[config.mk]
export PLATFORM = sky130hd
export DESIGN_NAME = mem_lsu
export DESIGN_NICKNAME = d
export VERILOG_FILES = /design/src/rtl/lsu_pkg.sv /design/src/rtl/ld_align.sv /design/src/rtl/mem_lsu.sv
export SDC_FILE = /design/constraint.sdc
export NUM_CORES = 1
export LEC_CHECK = 0
export ABC_AREA = 0
export CORE_MARGIN = 4
export CORE_UTILIZATION = 45
export CTS_CLUSTER_DIAMETER = 50
export DETAILED_ROUTE_END_ITERATION = 7
export MAX_ROUTING_LAYER = met4
export PLACE_DENSITY = 0.79
export SLEW_MARGIN = 5
export SYNTH_ARGS = -nofsm -noshare
export SYNTH_HDL_FRONTEND = slang
export SYNTH_SLANG_ARGS = --single-unit
[constraint.sdc]
create_clock -name clk -period 5.15 [get_ports clk]
set_input_delay 0.515 -clock clk [delete_from_list [all_inputs] [get_ports clk]]
set_output_delay 0.515 -clock clk [all_outputs]
set_load 0.02 [all_outputs]
[src/rtl/lsu_pkg.sv]
// Shared types for the memory stage: load-size encodings, FSM states and the
// M stage register layout.
package lsu_pkg;

   localparam logic [1:0] SZ_B = 2'b00;
   localparam logic [1:0] SZ_H = 2'b01;
   localparam logic [1:0] SZ_W = 2'b11;

   typedef enum logic [1:0] {
      ST_IDLE,
      ST_REQ,
      ST_WAIT,
      ST_HOLD
   } lsu_state_e;

   // res doubles as the word-aligned bus address for loads and stores
   typedef struct packed {
      logic        valid;
      logic        is_load;
      logic        is_store;
      logic [1:0]  shift;
      logic [1:0]  sz;
      logic        uns;
      logic [31:0] wdata;
      logic [4:0]  rd;
      logic [31:0] res;
   } mstage_t;

endpackage

[src/rtl/ld_align.sv]
// Load data alignment: shifts the addressed bytes down and sign/zero-extends.
module ld_align
   import lsu_pkg::*;
(
   input  logic [31:0] rdata,
   input  logic [1:0]  shift,
   input  logic [1:0]  sz,
   input  logic        uns,
   output logic [31:0] result
);

   logic [31:0] v;

   always_comb begin
      v = rdata >> {shift, 3'b000};
      case (sz)
         SZ_B:    result = {{24{~uns & v[7]}}, v[7:0]};
         SZ_H:    result = {{16{~uns & v[15]}}, v[15:0]};
         default: result = v;
      endcase
   end

endmodule

[src/rtl/mem_lsu.sv]
// Memory stage / load-store unit: M stage register, req/gnt/rvalid bus FSM,
// store byte-lane encoding and forwarding of the stage result.
module mem_lsu
   import lsu_pkg::*;
(
   input  logic        clk,
   input  logic        reset_n,
   input  logic        ext_stall,
   input  logic        valid_EX,
   input  logic        is_load_EX,
   input  logic        is_store_EX,
   input  logic        trap_EX,
   input  logic [31:0] res_EX,
   input  logic [1:0]  ldshift_EX,
   input  logic [1:0]  ldsz_EX,
   input  logic        ld_unsigned_EX,
   input  logic [31:0] x2_EX,
   input  logic [4:0]  rd_EX,
   output logic        mem_req,
   output logic        mem_we,
   output logic [31:0] mem_addr,
   output logic [3:0]  mem_be,
   output logic [31:0] mem_wdata,
   input  logic        mem_gnt,
   input  logic        mem_rvalid,
   input  logic [31:0] mem_rdata,
   output logic [4:0]  rd_MEM,
   output logic [31:0] res_MEM,
   output logic        stall_req
);

   lsu_state_e  state_q, state_d;
   mstage_t     m_q, m_d;
   logic [31:0] hold_q, hold_d;
   logic [31:0] ld_data;
   logic        advance;
   lsu_state_e  cap_state;

   function automatic logic [3:0] store_be(input logic [1:0] sz, input logic [1:0] shift);
      case (sz)
         SZ_B:    store_be = 4'b0001 << shift;
         SZ_H:    store_be = 4'b0011 << shift;
         default: store_be = 4'hF;
      endcase
   endfunction

   function automatic logic [31:0] store_wdata(input logic [1:0] sz, input logic [31:0] x2);
      case (sz)
         SZ_B:    store_wdata = {4{x2[7:0]}};
         SZ_H:    store_wdata = {2{x2[15:0]}};
         default: store_wdata = x2;
      endcase
   endfunction

   ld_align u_ld_align (
      .rdata  (mem_rdata),
      .shift  (m_q.shift),
      .sz     (m_q.sz),
      .uns    (m_q.uns),
      .result (ld_data)
   );

   always_comb begin
      stall_req = ((state_q == ST_REQ) && !(m_q.is_store && mem_gnt)) ||
                  ((state_q == ST_WAIT) && !mem_rvalid);
      advance   = !ext_stall && !stall_req;
      cap_state = (valid_EX && !trap_EX && (is_load_EX || is_store_EX)) ? ST_REQ : ST_IDLE;
   end

   // Stage register capture; traps and invalid slots become bubbles
   always_comb begin
      m_d = m_q;
      if (advance) begin
         m_d.valid    = valid_EX && !trap_EX;
         m_d.is_load  = valid_EX && !trap_EX && is_load_EX;
         m_d.is_store = valid_EX && !trap_EX && is_store_EX;
         m_d.shift    = ldshift_EX;
         m_d.sz       = ldsz_EX;
         m_d.uns      = ld_unsigned_EX;
         m_d.wdata    = x2_EX;
         m_d.rd       = (valid_EX && !trap_EX) ? rd_EX : 5'd0;
         m_d.res      = res_EX;
      end
   end

   always_comb begin
      state_d = state_q;
      hold_d  = hold_q;
      case (state_q)
         ST_IDLE: if (advance) state_d = cap_state;
         ST_REQ: begin
            if (mem_gnt) begin
               if (!m_q.is_store)  state_d = ST_WAIT;
               else if (advance)   state_d = cap_state;
               else                state_d = ST_IDLE;
            end
         end
         ST_WAIT: begin
            if (mem_rvalid) begin
               if (ext_stall) begin
                  state_d = ST_HOLD;
                  hold_d  = ld_data;
               end else begin
                  state_d = cap_state;
               end
            end
         end
         ST_HOLD: if (!ext_stall) state_d = cap_state;
         default: state_d = ST_IDLE;
      endcase
   end

   always_comb begin
      mem_req   = (state_q == ST_REQ);
      mem_we    = mem_req && m_q.is_store;
      mem_addr  = mem_req ? m_q.res : 32'd0;
      mem_be    = 4'd0;
      mem_wdata = 32'd0;
      if (mem_req) mem_be = m_q.is_store ? store_be(m_q.sz, m_q.shift) : 4'hF;
      if (mem_we)  mem_wdata = store_wdata(m_q.sz, m_q.wdata);

      rd_MEM  = 5'd0;
      res_MEM = 32'd0;
      if (m_q.valid && !m_q.is_load && !m_q.is_store) begin
         rd_MEM  = m_q.rd;
         res_MEM = m_q.res;
      end else if (m_q.valid && m_q.is_load) begin
         if (state_q == ST_WAIT && mem_rvalid) begin
            rd_MEM  = m_q.rd;
            res_MEM = ld_data;
         end else if (state_q == ST_HOLD) begin
            rd_MEM  = m_q.rd;
            res_MEM = hold_q;
         end
      end
   end

   always_ff @(posedge clk) begin
      if (!reset_n) begin
         state_q    <= ST_IDLE;
         m_q.valid    <= 1'b0;
         m_q.is_load  <= 1'b0;
         m_q.is_store <= 1'b0;
      end else begin
         state_q <= state_d;
         m_q     <= m_d;
      end
   end

   always_ff @(posedge clk) begin
      hold_q <= hold_d;
   end

endmodule

* Word-level counts from Yosys, hierarchy flattened *
Index checks and enable logic that the tools add are counted.
Widths: inputs -> output; s select.

storage, ports and cells
  register bits = 111
  output and inout port bits = 108
  logic and storage cells = 76

cells by class
  eq/ne operators = 8
  shift-type cells = 3
  multiplexer cells = 24
  bitwise gates (word level) = 3
  reduce and logical (&&, ||, !) cells = 27

operators with widths
  cell                 number
  $mux 32              6
  $pmux 32 s2          2
  $shr 32x5->32        1
  $mux 5               4
  $logic_and 1x1->1    13
  $mux 2               6
  $mux 4               2
  $pmux 2 s4           1
  $pmux 4 s2           1
  $logic_not 1->1      7
  $ne 2x2->1 const B   3
  $eq 2x1->1 const B   2
  $eq 2x2->1 const B   2
  $logic_not 2->1      2
  $reduce_and 4->1     1
  $shl 1x2->4 const A  1
  $shl 2x2->4 const A  1
  $reduce_and 3->1     1
  $and 1x1->1          2
  $logic_or 1x1->1     2
  $mux 1               2
  $ne 2x1->1 const B   1
  $reduce_and 2->1     1
  $not 1->1            1

* Logic depth before layout (Yosys ltp) *
Gate-level depths: netlist of the first run.

  depth after elaboration = 10
  depth in mapped cells = 8

* Hierarchy *
Synthesis of the first run repeated with hierarchy kept, for this count alone.

unflattened totals
  cells, all modules = 517
  area, all modules = 5864.4 µm²

modules (own cells, without submodules)
  module    times used  cells each  area each (µm²)  seq. area each (µm²)
  mem_lsu   1           414         5096.1           3283.1
  ld_align  1           103         768.2            0.0

* Worst setup path after synthesis of the first run *
OpenSTA, ideal clock, no wires.

  path type = register to register
  start point = register state_q[0]
  end point = register m_q[0] (netlist bit) (enable)
  library setup time = 507 ps
  data arrival time = 4223 ps
  slack = 421 ps
  cell stages (with the launch flop) = 6
  buffers on the path = 0
  period minus slack after synthesis = 4729 ps
  cells stage by stage = dfxtp_1 inv_1 ha_1 nor2b_1 a211o_1 nor2_1

on the way
  longest elaborated chain between the ends = 6

RTL lines
  element                                          line                          source
  start, declared                                  mem_lsu.sv:32                 lsu_state_e state_q, state_d;
  start signal, assigned                           mem_lsu.sv:145                state_q <= state_d;
  $eq 2x1->1 / $eq 2x2->1 (equally long branches)  mem_lsu.sv:64, mem_lsu.sv:65
  $logic_and 1x1->1, on equally long branches      mem_lsu.sv:64, mem_lsu.sv:65
  $logic_or 1x1->1 *                               mem_lsu.sv:64                 stall_req = ((state_q == ST_REQ) && !(m_q.is_store && mem_gnt)) ||
  $logic_not 1->1 *                                mem_lsu.sv:66                 advance = !ext_stall && !stall_req;
  $logic_and 1x1->1 *                              mem_lsu.sv:66
  $reduce_and 2->1 (no line) *                     --
  end signal, assigned                             mem_lsu.sv:146                m_q <= m_d;
  end, declared                                    mem_lsu.sv:33                 mstage_t m_q, m_d;

Every way passes the cells marked *; elsewhere a longest branch is shown, timed or not.
A chain may end at the register's enable or synchronous reset.

* Worst setup path in the final report of the first run *
  start point = register m_q[73] (netlist bit)
  end point = output port res_MEM[24]

on the way
  longest elaborated chain between the ends = 6

RTL lines
  element                                line                            source
  $shr 32x5->32 *                        ld_align.sv:15                  v = rdata >> {shift, 3'b000};
  $and 1x1->1, on equally long branches  ld_align.sv:18, ld_align.sv:17
  $pmux 32 s2 *                          ld_align.sv:16                  case (sz)
  $mux 32 *                              mem_lsu.sv:128                  if (state_q == ST_WAIT && mem_rvalid) begin
  $mux 32 *                              mem_lsu.sv:127                  end else if (m_q.valid && m_q.is_load) begin
  $mux 32 *                              mem_lsu.sv:124                  if (m_q.valid && !m_q.is_load && !m_q.is_store) begin
  end, declared                          mem_lsu.sv:28                   output logic [31:0] res_MEM,

Marks and branches as above.

==> impl_metrics.env, run 1 <==
export IMPL_critPathCapture="res_MEM[24]"
export IMPL_post_synth_cell_area_avg_um2=10.9
export IMPL_synth_simple_gate_area_share_pct=17.1
export IMPL_hp_class="reg2reg"
export IMPL_clock_latency_ps=350
export IMPL_number_of_pins_exceeding_their_max_slew_limit_in_the_final_report=0
export IMPL_cpPeakStageDelay_ps=980
export IMPL_final_hold_vios=0
export IMPL_outcome="finished clean"
export IMPL_final_wl_mm=18.4
export IMPL_synthDistinctLibCells=42
export IMPL_cts_path_max_buffers=2
export IMPL_path_clk_slew_ps=70
export IMPL_buffer_ports_inserted=222
export IMPL_r2r_start="m_q[73]"
export IMPL_power_per_cell_area_mw_per_mm2=262
export IMPL_antenna_left=0
export IMPL_ys_dominant_reg_cell="sky130_fd_sc_hd__edfxtp_1"
export IMPL_post_route_drc_count=0
export IMPL_netlist_top_cells_count="sky130_fd_sc_hd__edfxtp_1, sky130_fd_sc_hd__nand2_1, sky130_fd_sc_hd__and2_1"
export IMPL_antenna_violations_before_repair=2
export IMPL_critical_path_buf_inv_count=2
export IMPL_arrival_time_reported_for_the_critical_path_endpoint_ps=3630
export IMPL_slew_headroom_pct=35.0
export IMPL_crit_path_cells="mux4_2 -> o221ai_2 -> buf_4 -> a22oi_1 -> clkdlybuf4s50_1"
export IMPL_critical_path_startpoint="m_q[73]"
export IMPL_cap_violations=0
export IMPL_synthAdderAreaFrac_pct=0.858
export IMPL_cts_root_buf="sky130_fd_sc_hd__clkbuf_16"
export IMPL_synth_most_common_cell="sky130_fd_sc_hd__edfxtp_1"
export IMPL_fp_dieArea_mm2=0.0148
export IMPL_fp_dieH_um=122
export IMPL_grt_overflow_total=0
export IMPL_cell_taking_the_most_area_after_synthesis="sky130_fd_sc_hd__edfxtp_1"
export IMPL_vdd_drop_max_uv=155
export IMPL_cts_hold_buffers=0
export IMPL_seq_area_frac_synth_pct=56.3
export IMPL_synth_compound_area_share_pct=14.7
export IMPL_cts_buffers=9
export IMPL_tritoncts_clock_tree="yes"
export IMPL_path_class="reg2out"
export IMPL_min_path_cells=2
export IMPL_worst_setup_ep_type="output port"
export IMPL_route_detailed_vias_per_inst=5.63
export IMPL_drive_gt1_share_pct=7.45
export IMPL_period_needed_ps=4140
export IMPL_route_detailed_wl_per_inst_um=20.1
export IMPL_worst_slew_pin_transition_ps=975
export IMPL_worst_path_dominant_cell_family="flip-flops"
export IMPL_ys_warnings_count=0
export IMPL_drt_first_iter_violations=405
export IMPL_finalSetupTns_ps=0
export IMPL_grt_setup_unrepaired="false"
export IMPL_setup_reg_to_reg_worst_slack_ps=2480
export IMPL_mappedNetlistNets=653
export IMPL_reg_to_reg_end="hold_q[31]"
export IMPL_finish_instance_area_mm2=0.00850
export IMPL_synth_top_cells_by_area="sky130_fd_sc_hd__edfxtp_1, sky130_fd_sc_hd__nand2_1, sky130_fd_sc_hd__and2_1"
export IMPL_crit_slowest_cell="sky130_fd_sc_hd__edfxtp_1"
export IMPL_cp_start_kind="flop"
export IMPL_floorplan_initialDensity_pct=46.0
export IMPL_synthXorXnorAreaFrac_pct=0
export IMPL_largest_net_degree_at_the_start_of_global_routing=75
export IMPL_routed_via_count=5138
export IMPL_area_delta_synth_final_pct=45.7
export IMPL_combinational_family_with_the_most_area_after_synthesis="simple AND/OR/NAND/NOR gates"
export IMPL_cts_sinks=111
export IMPL_final_net_count=852
export IMPL_die_w_um=122
export IMPL_place_area_mm2=0.00817
export IMPL_place_detailed_hpwl_mm=13.5
export IMPL_firstDrtPassIters=5
export IMPL_post_cts_buffers=0
export IMPL_post_synth_inst_count=534
export IMPL_cp_max_fo=24
export IMPL_htree_levels=3
export IMPL_path_depth_of_the_worst_reg2reg_path=3
export IMPL_fp_row_count=41
export IMPL_synthArstFlopShare_pct=0
export IMPL_total_leakage_power_uw=0.00312
export IMPL_post_cts_resize_count=0
export IMPL_yosysTopAreaCellShare_pct=54.6
export IMPL_grt_first_pass_wirelength_mm=28.1
export IMPL_finalSetupViolations=0
export IMPL_number_of_global_route_vias_before_repair=5390
export IMPL_synth_mux_area_fraction_pct=7.42
export IMPL_min_period_over_period_pct=80.4
export IMPL_fmaxAchievable_mhz=241
export IMPL_gp_congestion=0.843
export IMPL_synthesis_area_mm2=0.00583
export IMPL_pin_count=223
export IMPL_grt_util_all_layers_pct=25.3
export IMPL_synth_enable_flop_cells=106
export IMPL_timing_critical_path_depth=5
export IMPL_postSynthRegisterBits=111
export IMPL_coreArea_mm2=0.0127
export IMPL_critPathRequiredTime_ps=4640
export IMPL_worst_clock_skew_ps=7.22
[where the power goes]
group,switching [uW],internal [uW]
Clock,328,428
Sequential,29.2,1040
Combinational,203,206
Total,560,1670
[area by class of cell]
| type | count | area, um^2 |
|---|---|---|
| repair buffers | 230 | 2280 |
| inverters | 9 | 33.8 |
| clock buffers | 9 | 225 |
| flip-flops and latches | 111 | 3280 |
| diodes | 2 | 5.00 |
| multi-input cells | 372 | 2360 |
| well taps | 172 | 215 |
| fillers | 1007 | 4170 |
| clock inverters | 7 | 96.3 |
[cells by family (layout without fill, tap and decap cells)]
logic type / count (synthesis) / count (layout)
AO/OA/AOI/OAI: 119 / 119
buffers and inverters: 51 / 255
multiplexers: 40 / 40
AND/OR/NAND/NOR: 209 / 209
flip-flops: 111 / 111
adder cells (fa/ha/maj): 4 / 4
other: 0 / 2
[cell usage in the layout, fill, tap and decap left out, types with 2 or more instances in the layout]
cell type	n
sky130_fd_sc_hd__a211oi_1	3
sky130_fd_sc_hd__a21boi_0	2
sky130_fd_sc_hd__a21oi_1	23
sky130_fd_sc_hd__a221o_1	8
sky130_fd_sc_hd__a221oi_1	15
sky130_fd_sc_hd__a22oi_1	16
sky130_fd_sc_hd__a31o_2	7
sky130_fd_sc_hd__a32o_1	7
sky130_fd_sc_hd__and2_1	47
sky130_fd_sc_hd__and3_1	16
sky130_fd_sc_hd__buf_4	8
sky130_fd_sc_hd__bufinv_16	2
sky130_fd_sc_hd__clkbuf_16	9
sky130_fd_sc_hd__clkdlybuf4s50_1	222
sky130_fd_sc_hd__clkinv_1	2
sky130_fd_sc_hd__clkinvlp_4	2
sky130_fd_sc_hd__dfxtp_1	5
sky130_fd_sc_hd__diode_2	2
sky130_fd_sc_hd__edfxtp_1	106
sky130_fd_sc_hd__ha_1	3
sky130_fd_sc_hd__inv_1	8
sky130_fd_sc_hd__mux2_2	16
sky130_fd_sc_hd__mux2i_1	23
sky130_fd_sc_hd__nand2_1	82
sky130_fd_sc_hd__nand2b_1	2
sky130_fd_sc_hd__nand3_1	4
sky130_fd_sc_hd__nor2_1	36
sky130_fd_sc_hd__nor2_4	2
sky130_fd_sc_hd__nor2b_1	6
sky130_fd_sc_hd__nor3_1	8
sky130_fd_sc_hd__o21ai_0	28
sky130_fd_sc_hd__or2_2	2
sky130_fd_sc_hd__or3_1	2
[registers in the layout (all words and copies together), names as in the netlist]
name and cells:
state_q 2, hold_q 32, m_q 77
[worst min path at each step]
stage	startpoint	end	slack, ps
2_1_floorplan	m_q[75]	m_q[75]	460
3_3_place_gp	m_q[76]	m_q[76]	480
3_5_place_dp	m_q[76]	m_q[76]	500
4_1_cts	m_q[76]	m_q[76]	510
5_1_grt	m_q[75]	m_q[75]	530
6_report	m_q[76]	m_q[76]	510
[worst min-delay path, delay by kind of cell (launching register included)]
family          cells  cell delay (ps)
flops               1              340
compound gates      1               60
simple gates        1               60
[metrics by stage]
step	setup WS [ps]	util (%)	hold WS (ps)	cells	total power (uW)
6_report	1010	67.1	506	912	2230
3_5_place_dp	1410	64.5	497	894	1490
5_1_grt	784	67.1	534	912	2310
4_1_cts	1030	67.0	507	910	2240
2_1_floorplan	421	-	458	534	1280
3_3_place_gp	1470	64.5	482	894	1480
[routing by layer]
metal / track usage, % / vias to the layer above / wire length [um]
met5: - / - / 0
met4: 10.9 / 0 / 526
met3: 5.34 / 37 / 1460
met2: 41.6 / 261 / 9210
met1: 30.3 / 2465 / 7150
li1: - / 2375 / -
No activity file was read; power rests on OpenSTA's default activity.
==> run 2: changes to the inputs <==
CORE_UTILIZATION = 40   (was 45)
PLACE_DENSITY = 0.74   (was 0.79)
clock period = 3.36 ns   (was 5.15 ns; I/O delays follow)
==> run 2 against run 1 <==
Global-route usage fell by 2.8 points. Sequential cell count stayed put. Non-clock buffer count rose by 20. Setup slack got worse by 850 ps. Routed wire length hardly changed. Register-to-register slack worse by 1400 ps. Cell count rose by 2.7%. Core utilization fell by 5.7 points. Critical path type unchanged. Critical endpoint is now res_MEM[13]. Largest cell class unchanged. Highest routed layer unchanged.
==> impl_metrics.env, run 2 (same netlist as run 1, synthesis figures left out) <==
export IMPL_outcome="finished clean"
export IMPL_path_depth_of_the_worst_reg2reg_path=6
export IMPL_area_delta_synth_final_pct=48.3
export IMPL_power_per_cell_area_mw_per_mm2=382
export IMPL_grt_util_all_layers_pct=22.5
export IMPL_grt_setup_unrepaired="false"
export IMPL_dp_slack_ps=287
export IMPL_post_route_drc_count=0
export IMPL_largest_register_ff_count=77
export IMPL_grt_first_pass_wirelength_mm=28.1
export IMPL_htree_levels=3
export IMPL_vdd_drop_max_uv=273
export IMPL_buffer_ports_inserted=222
export IMPL_path_clk_slew_ps=70
export IMPL_fp_row_count=43
export IMPL_final_common_cell="sky130_fd_sc_hd__clkdlybuf4s50_1"
export IMPL_min_path_cells=2
export IMPL_routed_via_count=5112
export IMPL_firstDrtPassIters=5
export IMPL_min_period_over_period_pct=95.2
export IMPL_finalSetupViolations=0
export IMPL_multi_input_area_mm2=0.00237
export IMPL_worst_slew_pin_transition_ps=704
export IMPL_hp_start="m_q[76]"
export IMPL_cp_start_kind="flop"
export IMPL_antenna_violations_before_repair=0
export IMPL_largest_net_degree_at_the_start_of_global_routing=51
export IMPL_fp_dieH_um=129
export IMPL_cts_root_buf="sky130_fd_sc_hd__clkbuf_16"
export IMPL_cp_max_fo=15
export IMPL_reg_to_reg_end="m_q[73]"
export IMPL_tritoncts_clock_tree="yes"
export IMPL_number_of_pins_exceeding_their_max_slew_limit_in_the_final_report=0
export IMPL_crit_slowest_cell="sky130_fd_sc_hd__clkdlybuf4s50_1"
export IMPL_slew_headroom_pct=52.8
export IMPL_worst_clock_skew_ps=9.43
export IMPL_ff_latch_area_mm2=0.00328
export IMPL_fmaxAchievable_mhz=313
export IMPL_layoutNonFillerInstCount=937
export IMPL_crit_path_cells="buf_12 -> mux2_2 -> a221oi_1 -> nor3_1 -> a221o_1 -> clkdlybuf4s50_1"
export IMPL_cap_violations=0
export IMPL_grt_overflow_total=0
export IMPL_setup_reg_to_reg_worst_slack_ps=1040
export IMPL_path_class="reg2out"
export IMPL_period_needed_ps=3200
export IMPL_clock_latency_ps=360
export IMPL_coreArea_mm2=0.0141
export IMPL_hp_class="reg2reg"
export IMPL_place_detailed_hpwl_mm=13.8
export IMPL_final_cell_mix="sky130_fd_sc_hd__clkdlybuf4s50_1, sky130_fd_sc_hd__edfxtp_1, sky130_fd_sc_hd__nand2_1"
export IMPL_cpPeakStageDelay_ps=550
export IMPL_cts_path_max_buffers=2
export IMPL_worst_setup_ep_type="output port"
export IMPL_post_place_cells=915
export IMPL_drive_gt1_share_pct=10.4
export IMPL_route_detailed_vias_per_inst=5.46
export IMPL_critPathRequiredTime_ps=3020
export IMPL_total_leakage_power_uw=0.00322
export IMPL_hold_end="m_q[76]"
export IMPL_floorplan_initialDensity_pct=41.4
export IMPL_die_w_um=129
export IMPL_cts_buffers=9
export IMPL_fp_dieArea_mm2=0.0166
export IMPL_critical_path_startpoint="m_q[73]"
export IMPL_critical_path_buf_inv_count=2
export IMPL_worst_path_dominant_cell_family="buffers and inverters"
export IMPL_register_name_with_the_most_flops="m_q"
export IMPL_drt_first_iter_violations=538
export IMPL_number_of_global_route_vias_before_repair=5203
export IMPL_route_detailed_wl_per_inst_um=19.6
export IMPL_cts_hold_buffers=0
export IMPL_finalSetupTns_ps=0
export IMPL_num_fill_cells=1169
export IMPL_r2r_start="state_q[0]"
export IMPL_timing_final_ws_setup_ps=163
export IMPL_reg_largest_list="m_q (77), hold_q (32), state_q (2)"
export IMPL_cts_sinks=111
export IMPL_final_net_count=872
export IMPL_antenna_left=0
export IMPL_gp_congestion=0.883
export IMPL_final_hold_vios=0
export IMPL_pin_count=223
export IMPL_antennaDiodeCount=0
export IMPL_arrival_time_reported_for_the_critical_path_endpoint_ps=2860
export IMPL_final_wl_mm=18.3
[run 2: cell count changes in the layout (fill, tap and decap cells not counted), sizes merged]
cell / before / now
diode: 2 / 0
inv: 9 / 11
bufinv: 2 / 0
clkinvlp: 2 / 1
buf: 8 / 28
[run 2: metrics by stage]
step / power (uW) / area, um^2 / hold slack [ps] / utilization (%)
after global placement: 2290 / 8310 / 489 / 58.9
after detailed placement: 2300 / 8310 / 488 / 58.9
after floorplan: 1950 / 5840 / 435 / -
after CTS: 3330 / 8590 / 508 / 60.9
final: 3300 / 8650 / 513 / 61.4
after global routing: 3440 / 8650 / 513 / 61.4
[run 2: what timing repair did]
action / CTS / global route
setup endpoints to repair: 3 / 17
resized for setup: 1 / 3
buffers inserted: 0 / 7
[run 2: routing by layer]
layer  track usage (%)  share of wire, %
met4              4.76               1.5
met5                 -                 0
met2              36.2                50
met1              28.0                41
met3              7.14               8.2
[run 2: final cells by class]
type                       instances  share of cell area [%]
inverter                           9                   0.434
timing repair buffer             250                    28.4
clock inverter                     6                   0.608
clock buffer                       9                    2.60
multi-input combinational        372                    27.4
sequential                       111                    38.0
tap                              180                    2.60
[run 2: how the worst max path moves through the flow]
stage                          endpoint  cells past startpoint
final                       res_MEM[13]                      6
after global routing        res_MEM[10]                      6
after CTS                   res_MEM[15]                      8
after detailed placement  mem_wdata[12]                      5
after global placement      res_MEM[15]                      6
after floorplan               hold_q[0]                      5
[run 2: where the power goes]
group | switching [uW] | leakage (uW) | total [uW] | internal [uW]
Clock | 511 | 0.000137 | 1020 | 511
Combinational | 324 | 0.00206 | 655 | 330
Sequential | 36.2 | 0.00102 | 1620 | 1590
Total | 871 | 0.00322 | 3300 | 2430
[run 2: worst min-delay path, cell delays in order, from the launching register on]
cell                      delay (ps)
sky130_fd_sc_hd__dfxtp_1         340
sky130_fd_sc_hd__nand2_1          70
sky130_fd_sc_hd__a21oi_1          60
